### src/rtl/axi_pkg.sv
// Shared AXI encodings: burst types, response codes and the write-slave FSM states.
package axi_pkg;

   typedef enum logic [1:0] {
      BURST_FIXED = 2'b00,
      BURST_INCR  = 2'b01,
      BURST_WRAP  = 2'b10,
      BURST_RSVD  = 2'b11
   } burst_e;

   localparam logic [1:0] RESP_OKAY   = 2'b00;
   localparam logic [1:0] RESP_SLVERR = 2'b10;

   typedef enum logic [1:0] {
      ST_IDLE,
      ST_DATA,
      ST_RESP
   } state_e;

   // Legal WRAP burst lengths are 2, 4, 8 or 16 beats.
   function automatic logic wrap_len_ok(input logic [7:0] len);
      return (len == 8'd1) || (len == 8'd3) || (len == 8'd7) || (len == 8'd15);
   endfunction

endpackage

### src/rtl/axi_addr.sv
// Next-beat byte address for AXI FIXED/INCR/WRAP bursts; INCR stays inside its 4 KB page.
module axi_addr
   import axi_pkg::*;
#(
   parameter int AW = 32
) (
   input  logic [AW-1:0] i_addr,
   input  logic [2:0]    i_size,
   input  logic [1:0]    i_burst,
   input  logic [7:0]    i_len,
   output logic [AW-1:0] o_next_addr
);

   localparam logic [AW-1:0] ONE = AW'(1);

   logic [AW-1:0] step;
   logic [AW-1:0] aligned;
   logic [AW-1:0] incr;
   logic [AW-1:0] wrap_mask;

   always_comb begin
      step        = ONE << i_size;
      aligned     = i_addr & ~(step - ONE);
      incr        = aligned + step;
      wrap_mask   = ((AW'(i_len) + ONE) << i_size) - ONE;
      o_next_addr = i_addr;
      case (i_burst)
         BURST_INCR: o_next_addr = {i_addr[AW-1:12], incr[11:0]};
         BURST_WRAP: o_next_addr = (i_addr & ~wrap_mask) | (incr & wrap_mask);
         default:    o_next_addr = i_addr;
      endcase
   end

endmodule

### src/rtl/axi_wr_slave.sv
// AXI4 write-channel responder: one burst at a time, registered memory write port,
// one B response per burst (SLVERR for illegal or mis-terminated bursts).
module axi_wr_slave
   import axi_pkg::*;
#(
   parameter int AW     = 32,
   parameter int DW     = 32,
   parameter int IDW    = 4,
   parameter int MEM_AW = 10
) (
   input  logic              i_clk,
   input  logic              i_rst_n,
   input  logic [IDW-1:0]    i_awid,
   input  logic [AW-1:0]     i_awaddr,
   input  logic [7:0]        i_awlen,
   input  logic [2:0]        i_awsize,
   input  logic [1:0]        i_awburst,
   input  logic              i_awvalid,
   output logic              o_awready,
   input  logic [DW-1:0]     i_wdata,
   input  logic [DW/8-1:0]   i_wstrb,
   input  logic              i_wlast,
   input  logic              i_wvalid,
   output logic              o_wready,
   output logic [IDW-1:0]    o_bid,
   output logic [1:0]        o_bresp,
   output logic              o_bvalid,
   input  logic              i_bready,
   output logic              o_mem_we,
   output logic [MEM_AW-1:0] o_mem_addr,
   output logic [DW-1:0]     o_mem_wdata,
   output logic [DW/8-1:0]   o_mem_wstrb
);

   localparam int         OFF      = $clog2(DW / 8);
   localparam logic [2:0] MAX_SIZE = 3'(OFF);

   state_e            state_q, state_d;
   logic [IDW-1:0]    id_q, id_d;
   logic [AW-1:0]     addr_q, addr_d;
   logic [AW-1:0]     next_addr;
   logic [7:0]        len_q, len_d;
   logic [7:0]        cnt_q, cnt_d;
   logic [2:0]        size_q, size_d;
   logic [1:0]        burst_q, burst_d;
   logic              err_q, err_d;
   logic              mem_we_q, mem_we_d;
   logic [MEM_AW-1:0] mem_addr_q, mem_addr_d;
   logic [DW-1:0]     mem_wdata_q, mem_wdata_d;
   logic [DW/8-1:0]   mem_wstrb_q, mem_wstrb_d;
   logic              cnt_done;

   axi_addr #(.AW(AW)) u_addr (
      .i_addr      (addr_q),
      .i_size      (size_q),
      .i_burst     (burst_q),
      .i_len       (len_q),
      .o_next_addr (next_addr)
   );

   always_comb begin
      state_d     = state_q;
      id_d        = id_q;
      addr_d      = addr_q;
      len_d       = len_q;
      cnt_d       = cnt_q;
      size_d      = size_q;
      burst_d     = burst_q;
      err_d       = err_q;
      mem_we_d    = 1'b0;
      mem_addr_d  = mem_addr_q;
      mem_wdata_d = mem_wdata_q;
      mem_wstrb_d = mem_wstrb_q;
      cnt_done    = (cnt_q == len_q);
      case (state_q)
         ST_IDLE: begin
            if (i_awvalid) begin
               id_d    = i_awid;
               addr_d  = i_awaddr;
               len_d   = i_awlen;
               size_d  = i_awsize;
               burst_d = i_awburst;
               cnt_d   = 8'd0;
               err_d   = (i_awburst == BURST_RSVD) || (i_awsize > MAX_SIZE) ||
                         ((i_awburst == BURST_WRAP) && !wrap_len_ok(i_awlen));
               state_d = ST_DATA;
            end
         end
         ST_DATA: begin
            if (i_wvalid) begin
               // Bursts rejected at AW time are drained without touching memory.
               mem_we_d    = ~err_q;
               mem_addr_d  = addr_q[MEM_AW+OFF-1:OFF];
               mem_wdata_d = i_wdata;
               mem_wstrb_d = err_q ? '0 : i_wstrb;
               addr_d      = next_addr;
               cnt_d       = cnt_q + 8'd1;
               if (i_wlast || cnt_done) begin
                  if (i_wlast != cnt_done) begin
                     err_d = 1'b1;
                  end
                  state_d = ST_RESP;
               end
            end
         end
         ST_RESP: begin
            if (i_bready) begin
               state_d = ST_IDLE;
            end
         end
         default: state_d = ST_IDLE;
      endcase
   end

   always_ff @(posedge i_clk or negedge i_rst_n) begin
      if (!i_rst_n) begin
         state_q     <= ST_IDLE;
         id_q        <= '0;
         addr_q      <= '0;
         len_q       <= '0;
         cnt_q       <= '0;
         size_q      <= '0;
         burst_q     <= '0;
         err_q       <= 1'b0;
         mem_we_q    <= 1'b0;
         mem_addr_q  <= '0;
         mem_wdata_q <= '0;
         mem_wstrb_q <= '0;
      end else begin
         state_q     <= state_d;
         id_q        <= id_d;
         addr_q      <= addr_d;
         len_q       <= len_d;
         cnt_q       <= cnt_d;
         size_q      <= size_d;
         burst_q     <= burst_d;
         err_q       <= err_d;
         mem_we_q    <= mem_we_d;
         mem_addr_q  <= mem_addr_d;
         mem_wdata_q <= mem_wdata_d;
         mem_wstrb_q <= mem_wstrb_d;
      end
   end

   // AW readiness is held low for as long as reset is asserted.
   assign o_awready   = (state_q == ST_IDLE) && i_rst_n;
   assign o_wready    = (state_q == ST_DATA);
   assign o_bvalid    = (state_q == ST_RESP);
   assign o_bid       = id_q;
   assign o_bresp     = err_q ? RESP_SLVERR : RESP_OKAY;
   assign o_mem_we    = mem_we_q;
   assign o_mem_addr  = mem_addr_q;
   assign o_mem_wdata = mem_wdata_q;
   assign o_mem_wstrb = mem_wstrb_q;

endmodule

### config.mk
export PLATFORM = sky130hd
export DESIGN_NAME = axi_wr_slave
export DESIGN_NICKNAME = d
export VERILOG_FILES = /design/src/rtl/axi_pkg.sv /design/src/rtl/axi_addr.sv /design/src/rtl/axi_wr_slave.sv
export SDC_FILE = /design/constraint.sdc
export NUM_CORES = 1
export LEC_CHECK = 0
export CELL_PAD_IN_SITES_DETAIL_PLACEMENT = 1
export CELL_PAD_IN_SITES_GLOBAL_PLACEMENT = 1
export CORE_MARGIN = 2
export CORE_UTILIZATION = 25
export CTS_CLUSTER_DIAMETER = 120
export DETAILED_ROUTE_END_ITERATION = 8
export PLACE_DENSITY_LB_ADDON = 0.1
export SETUP_SLACK_MARGIN = 0.5
export SLEW_MARGIN = 20
export SYNTH_ARGS = -nofsm -noshare
export SYNTH_HDL_FRONTEND = slang
export SYNTH_SLANG_ARGS = --single-unit
### constraint.sdc
create_clock -name i_clk -period 3.9 [get_ports i_clk]
set_input_delay 0.39 -clock i_clk [delete_from_list [all_inputs] [get_ports i_clk]]
set_output_delay 0.39 -clock i_clk [all_outputs]
set_load 0.05 [all_outputs]
; After elaboration in Yosys (flattened, before gate mapping)
; Cells that the tools add are included.
[word_totals]
regBits = 107
out_inout_bits = 56
word_cells = 87
[classes]
addsub = 5
order_cmp = 1
n_eq_ne = 20
n_shift = 2
muxes = 21
bitwise_logic = 7
reduce_logical = 18
[op_table]
columns = op, n
row1 = $pmux 32 s2, 2
row2 = $and 32x32->32, 3
row3 = $mux 32, 2
row4 = $not 32->32, 2
row5 = $sub 32x1->32 const B, 2
row6 = $add 32x32->32, 1
row7 = $or 32x32->32, 1
row8 = $shl 1x3->32 const A, 1
row9 = $shl 32x3->32, 1
row10 = $mux 8, 2
row11 = $pmux 8 s2, 1
row12 = $mux 2, 5
row13 = $reduce_and 5->1, 2
row14 = $add 8x1->9 const B, 1
row15 = $add 8x1->8 const B, 1
row16 = $eq 2x2->1 const B, 4
row17 = $eq 8x1->1 const B, 1
row18 = $eq 8x2->1 const B, 1
row19 = $eq 8x3->1 const B, 1
row20 = $eq 8x4->1 const B, 1
row21 = $eq 8x8->1, 1
row22 = $ne 2x1->1 const B, 4
row23 = $reduce_and 4->1, 2
row24 = $logic_or 1x1->1, 6
row25 = 16 further kinds, 26

; Depth between registers and ports, before layout
; Gate-level depths: netlist of the first run.
[depth]
word_depth = 10
depth_mapped = 15

; Hierarchy
; A second synthesis of the first run with hierarchy kept.
[hier_totals]
cells_unflattened = 822
hier_area_um2 = 7442.1
[modules_own_cells]
columns = mod, n_inst, cells_each, area_each_um2
row1 = axi_wr_slave, 1, 363, 4599.4
row2 = axi_addr, 1, 459, 2842.7

; Worst setup path after synthesis of the first run
; OpenSTA, ideal clock, no wires.
[synth_timing]
path_type = reg-to-reg
startpoint = register size_q[0]
endpoint = register (tool-made name)
setup_time_ns = 0.120
arrival_ns = 2.799
slack_ns = 0.980
stages_incl_launch_ff = 14
n_path_buf = 4
synth_period_minus_slack_ns = 2.920
cell_sequence = dfrtp_1 > buf_4 > buf_6 > buf_6 > clkbuf_1 > nand2_1 > ha_1 > nand2b_1 > nor3_1 > o31a_1 > a21oi_1 > o32a_1 > a211o_1 > o211a_1
[synth_rtl]
columns = item, line_no
row1 = start: declaration, axi_wr_slave.sv:44  ; logic [2:0] size_q, size_d;
row2 = start signal: assignment, axi_wr_slave.sv:135  ; size_q <= size_d;

==> results of run 1 <==
-- worst max-delay path by stage --
| stage | start | end | slack (ps) |
|---|---|---|---|
| 6_report | len_q[1] | flop | 780 |
| 3_3_place_gp | len_q[1] | flop | 790 |
| 3_5_place_dp | size_q[2] | flop | 690 |
| 2_1_floorplan | size_q[0] | flop | 980 |
| 5_1_grt | len_q[1] | flop | 510 |
| 4_1_cts | size_q[2] | flop | 680 |
-- placed cells by master, fill, tap and decap left out, types with 4 or more instances in the layout --
master           Yosys  final
nand2_1            204    203
clkdlybuf4s50_1      0    124
dfrtp_1             87     87
o21ai_0             39     39
nor2_1              37     37
a21oi_1             32     32
xor2_1              16     16
nand2b_1            15     15
nand3_1             15     15
buf_4                4     15
inv_1               13     13
clkbuf_16            0      9
xnor2_1              8      8
nor3_1               8      8
and3_1               8      8
nor2b_1              7      7
a211oi_1             7      7
a31oi_1              7      7
o22ai_1              6      6
nand4_1              6      6
nor4_1               5      5
and2_1               6      5
ha_1                 6      5
a41o_1               4      4
mux2i_1              4      4
o21a_1               4      4
o31ai_1              4      4
-- power by group through the flow --
stage / clock network [µW] / logic, µW / registers, µW
2_1_floorplan: 0 / 2330 / 2380
4_1_cts: 1020 / 4390 / 1710
3_3_place_gp: 0 / 4290 / 1700
3_5_place_dp: 0 / 4370 / 1720
5_1_grt: 1060 / 4750 / 1790
6_report: 977 / 4360 / 1710
-- what timing repair did --
action                                  4_1_cts  5_1_grt
hold buffers                                  0        0
resized for setup                             0        2
endpoints found under the setup margin        0        2
-- worst reg2reg max path: stages, from the launching register on --
cell     delay [ps]
dfrtp_1         580
ha_2            390
nand3_1         170
o311a_1         380
or4b_1          550
a21oi_2         270
nor4_2           90
xnor2_1         160
a211o_1         300
o211a_1         120
-- per-layer routing --
metal,GRT usage,vias up
met5,0,-
li1,-,2508
met1,0.228,2593
met4,0.0377,0
met3,0.0296,13
met2,0.291,95
-- kinds of logic (layout without fill, tap and decap cells) --
group | count (synthesis) | after routing | synth area share
simple gates | 327 | 327 | 0.273
compound gates | 154 | 154 | 0.202
flops | 87 | 87 | 0.408
buf+inv | 58 | 168 | 0.0495
xor+xnor | 24 | 24 | 0.0394
mux | 7 | 7 | 0.0138
fa+ha+maj | 6 | 6 | 0.0141
other cells | 1 | 1 | 0.000703
-- per-stage QoR --
stage                     setup WS (ps)  hold slack, ps  instance area, µm²
after floorplan                     980            94.4                5330
after global placement              787             460                6820
after detailed placement            693             465                6820
after CTS                           684             199                7150
after global routing                507             234                7160
final                               779             190                7160
-- cell type report --
class / instances / area share
repair buffers: 139 / 0.189
flip-flops and latches: 87 / 0.304
inverters: 13 / 0.00682
multi-input cells: 519 / 0.406
clock inverters: 6 / 0.0126
well taps: 275 / 0.0481
clock buffers: 10 / 0.0334
==> impl_metrics.json, run 1 <==
{
  "status": "complete, no violations",
  "register_area_um2": 2180,
  "root_buffer": "clkbuf_16",
  "p_int_uw": 3380,
  "seqPwrFrac": 0.243,
  "syn_area_um2": 5330,
  "synth_ff_type": "dfrtp_1",
  "cp_top_family": "compound AO/OA/AOI/OAI gates",
  "post_cts_buffers": 0,
  "hp-class": "input pin to asynchronous set/reset pin",
  "yosys.area.top_type": "dfrtp_1",
  "sw_frac_of_total": 0.520,
  "place_congestion": 0.795,
  "r2r_setup_slack_ps": 780,
  "wl_met3_um": 569,
  "synth_common_cells": "nand2_1, dfrtp_1, o21ai_0, nor2_1, a21oi_1",
  "clk_latency_ps": 350,
  "coreArea_um2": 21000,
  "start_kind": "flop",
  "grt_max_degree": 47,
  "cp.required_ps": 4130,
  "multi_input_area_um2": 2900,
  "cts_inserted_buffers": 9,
  "fin_crit_ps": 3120,
  "drt_iter0_markers": 234,
  "wirelength_um": 18800,
  "cts_tree": "built",
  "min_period_over_period": 0.800,
  "dp_cells": 1033,
  "yosys_warnings": 0,
  "maxCapViolations": 0,
  "die_area_um2": 22500,
  "finalSetupViolations": 0,
  "antenna_found_initial": 0,
  "worstRegToRegCells": 9,
  "die_h_um": 150,
  "route.vias.total": 5209,
  "m1WireLength_um": 8710,
  "area_growth_pct": 34.2,
  "dp_hpwl_um": 13800,
  "power_frac_clock": 0.139,
  "critPathSlowestCell": "dfrtp_1",
  "drc": 0,
  "vias_per_cell": 4.97,
  "ios": 147,
  "start_util": 0.255,
  "synth_most_common_cell": "nand2_1",
  "ir_worst_vdd_v": 0.000313,
  "synth_edf_count": 0,
  "maxSlewViolCount": 0,
  "ys_types": 77,
  "finClkSkew_ps": 7.63,
  "yosysSeqAreaShare": 0.408,
  "highest_layer": "met4",
  "synthArstFlopShare": 1.00,
  "hold_violations": 0,
  "syn_nets": 761,
  "finalNetCount": 866,
  "path_cells": "ha_2 -> nand3_1 -> o311a_1 -> or4b_1 -> a21oi_2 -> nor4_2 -> xnor2_1 -> a211o_1 -> o211a_1",
  "path_depth": 9,
  "wl_met2_um": 9320,
  "die_x_um": 150,
  "grt_use_total": 0.171,
  "numClockSinks": 87,
  "end_kind": "flop",
  "grt_pass1_vias": 5493,
  "diodes": 0,
  "final_cells": 1049,
  "cp_slowest_stage_delay_ps": 580,
  "gr-total-overflow": 0,
  "fmax_ghz": 0.320,
  "reg2reg_from": "len_q[1]",
  "path_class": "flop to flop",
  "synthTopCellsByArea": "dfrtp_1, nand2_1, o21ai_0, a21oi_1, xor2_1",
  "fin_util": 0.342,
  "tightest_slew_ps": 793,
  "synth_top_cell_area_share": 0.408,
  "grt_pass1_wl_um": 30200,
  "rsz0062_at_grt": "no",
  "rows": 53,
  "clk_pin_slew_worst_paths_ps": 70,
  "avgSynthCellArea_um2": 8.03,
  "htreeDepth": 3,
  "powerDensity_nw_per_um2": 984,
  "numPortBuffers": 125,
  "p_comb_frac": 0.619,
  "slew_headroom": 0.469,
  "ant_nets": 0,
  "critPathMaxFanout": 11,
  "synth_cells": 664,
  "synth_seq_cells": 87,
  "power_switching_uw": 3660,
  "critical_path_arrival_ps": 3350,
  "fin_setup_tns_ps": 0,
  "total_power_uw": 7050,
  "dr.pass1.iters": 4,
  "final_layout_size_suffix_gt1_frac": 0.0685,
  "nFillCells": 2522,
  "power.leakage_uw": 0.00311,
  "routedWlPerCell_um": 17.9,
  "clockBufferDepth": 2,
  "critPathBufInv": 0
}
(Power assumes the default switching activity.)
==> run 2: changes to the inputs <==
==> constraint.sdc (replaced) <==
create_clock -name i_clk -period 2.6 [get_ports i_clk]
set_input_delay 0.26 -clock i_clk [delete_from_list [all_inputs] [get_ports i_clk]]
set_output_delay 0.26 -clock i_clk [all_outputs]
set_load 0.05 [all_outputs]
==> run 2 against run 1 <==
  * The run now ends with negative setup slack left
  * Combinational power is 94% higher
  * Register-to-register slack worse by 830 ps
  * Die area stayed put
  * Largest cell class unchanged
==> impl_metrics.json, run 2 (same netlist as run 1, synthesis figures left out) <==
{
  "status": "finished with violations",
  "violations": "negative setup slack",
  "grt_max_degree": 50,
  "htreeDepth": 3,
  "grt_pass1_wl_um": 31700,
  "cp.required_ps": 2830,
  "maxCapViolations": 0,
  "final_common_cell": "nand2_1",
  "clk_latency_ps": 350,
  "grt_pass1_vias": 6005,
  "numPortBuffers": 125,
  "power.leakage_uw": 0.00363,
  "nFillCells": 2498,
  "setup_slack_ps": -52.8,
  "ios": 147,
  "critical_path_arrival_ps": 2880,
  "final_cells": 1135,
  "fin_setup_tns_ps": -89.1,
  "coreArea_um2": 21000,
  "maxSlewViolCount": 0,
  "diodes": 0,
  "drt_iter0_markers": 179,
  "cts_inserted_buffers": 9,
  "tightest_slew_ps": 652,
  "critPathMaxFanout": 5,
  "dp_cells": 1090,
  "grt_use_total": 0.180,
  "fin_crit_ps": 2650,
  "powerDensity_nw_per_um2": 1500,
  "die_h_um": 150,
  "fin_area_um2": 8180,
  "placed_area_um2": 7360,
  "vias_per_cell": 4.91,
  "total_power_uw": 12300,
  "finClkSkew_ps": 8.68,
  "routedWlPerCell_um": 17.5,
  "place_congestion": 0.833,
  "clk_pin_slew_worst_paths_ps": 70,
  "finalSetupViolations": 2,
  "drc": 0,
  "fmax_ghz": 0.377,
  "cts_tree": "built",
  "antenna_found_initial": 0,
  "root_buffer": "clkbuf_16",
  "wl_met3_um": 930,
  "clockBufferDepth": 2,
  "register_area_um2": 2180,
  "final_layout_size_suffix_gt1_frac": 0.223,
  "rsz0062_at_grt": "yes",
  "final_cell_mix": "nand2_1, clkdlybuf4s50_1, buf_4",
  "hold_violations": 0,
  "area_growth_pct": 53.3,
  "pre_cts_slack_ps": -152,
  "die_area_um2": 22500,
  "hp-class": "input pin to asynchronous set/reset pin",
  "wirelength_um": 19800,
  "die_x_um": 150,
  "route.vias.total": 5576,
  "end_kind": "flop",
  "dr.pass1.iters": 4,
  "numClockSinks": 87,
  "m1WireLength_um": 8460,
  "rows": 53,
  "gr-total-overflow": 0,
  "min_period_over_period": 1.02,
  "wl_met2_um": 9990,
  "slew_headroom": 0.566,
  "ir_worst_vdd_v": 0.000501,
  "path_class": "flop to flop",
  "dp_hpwl_um": 14600,
  "start_kind": "flop",
  "ant_nets": 0,
  "highest_layer": "met4",
  "multi_input_area_um2": 3220,
  "finalNetCount": 952,
  "start_util": 0.255
}
## run 2: per-layer routing
metal	vias up	GRT usage
met2	122	0.310
met3	31	0.0454
li1	2678	-
met5	-	0
met1	2745	0.223
met4	0	0.0491
## run 2: area by class of cell
class	count	area share
multi-input cells	519	0.394
flip-flops and latches	87	0.267
repair buffers	225	0.257
well taps	275	0.0421
clock buffers	9	0.0275
clock inverters	7	0.00673
inverters	13	0.00627
## run 2: final timing paths
check                             endpoint  slack, ps  depth (start not counted)            start
max in group asynchronous        size_q[1]       1430                          3          i_rst_n
max reg2reg                           flop        -50                         12        size_q[2]
min in group i_clk          o_mem_wdata[1]        430                          3       i_wdata[1]
min reg2reg                o_mem_wdata[31]        480                          2  o_mem_wdata[31]
min                          o_mem_addr[2]         70                          2          i_rst_n
max                                   flop        -50                         12        size_q[2]
## run 2: timing repair
action | CTS | global route
buffers inserted | 23 | 5
pin swaps | 21 | 7
endpoints found under the setup margin | 11 | 13
hold buffers | 0 | 0
gates resized for setup | 38 | 27
cloned | 1 | 0
## run 2: power by group
part | internal [µW] | switching [µW] | total [µW]
registers | 1950 | 580 | 2530
logic | 3510 | 4960 | 8470
clock network | 660 | 605 | 1270
total | 6120 | 6140 | 12300
## run 2: worst max-delay path: stages (launching register included)
cell      delay (ps)
dfrtp_2          460
nor2_4           200
nand2_2          110
ha_4             200
nand2b_4         170
o32ai_4          110
nand4_1          190
a211oi_2         320
o21ai_1          150
nor2_1           140
xor2_1           220
o2111a_1         210
nor3_1            40
## run 2: stage by stage
step	hold WS, ps	utilization
5_1_grt	106	0.390
3_5_place_dp	461	0.351
6_report	67.5	0.390
4_1_cts	78.6	0.383
3_3_place_gp	458	0.351
2_1_floorplan	-35.6	-
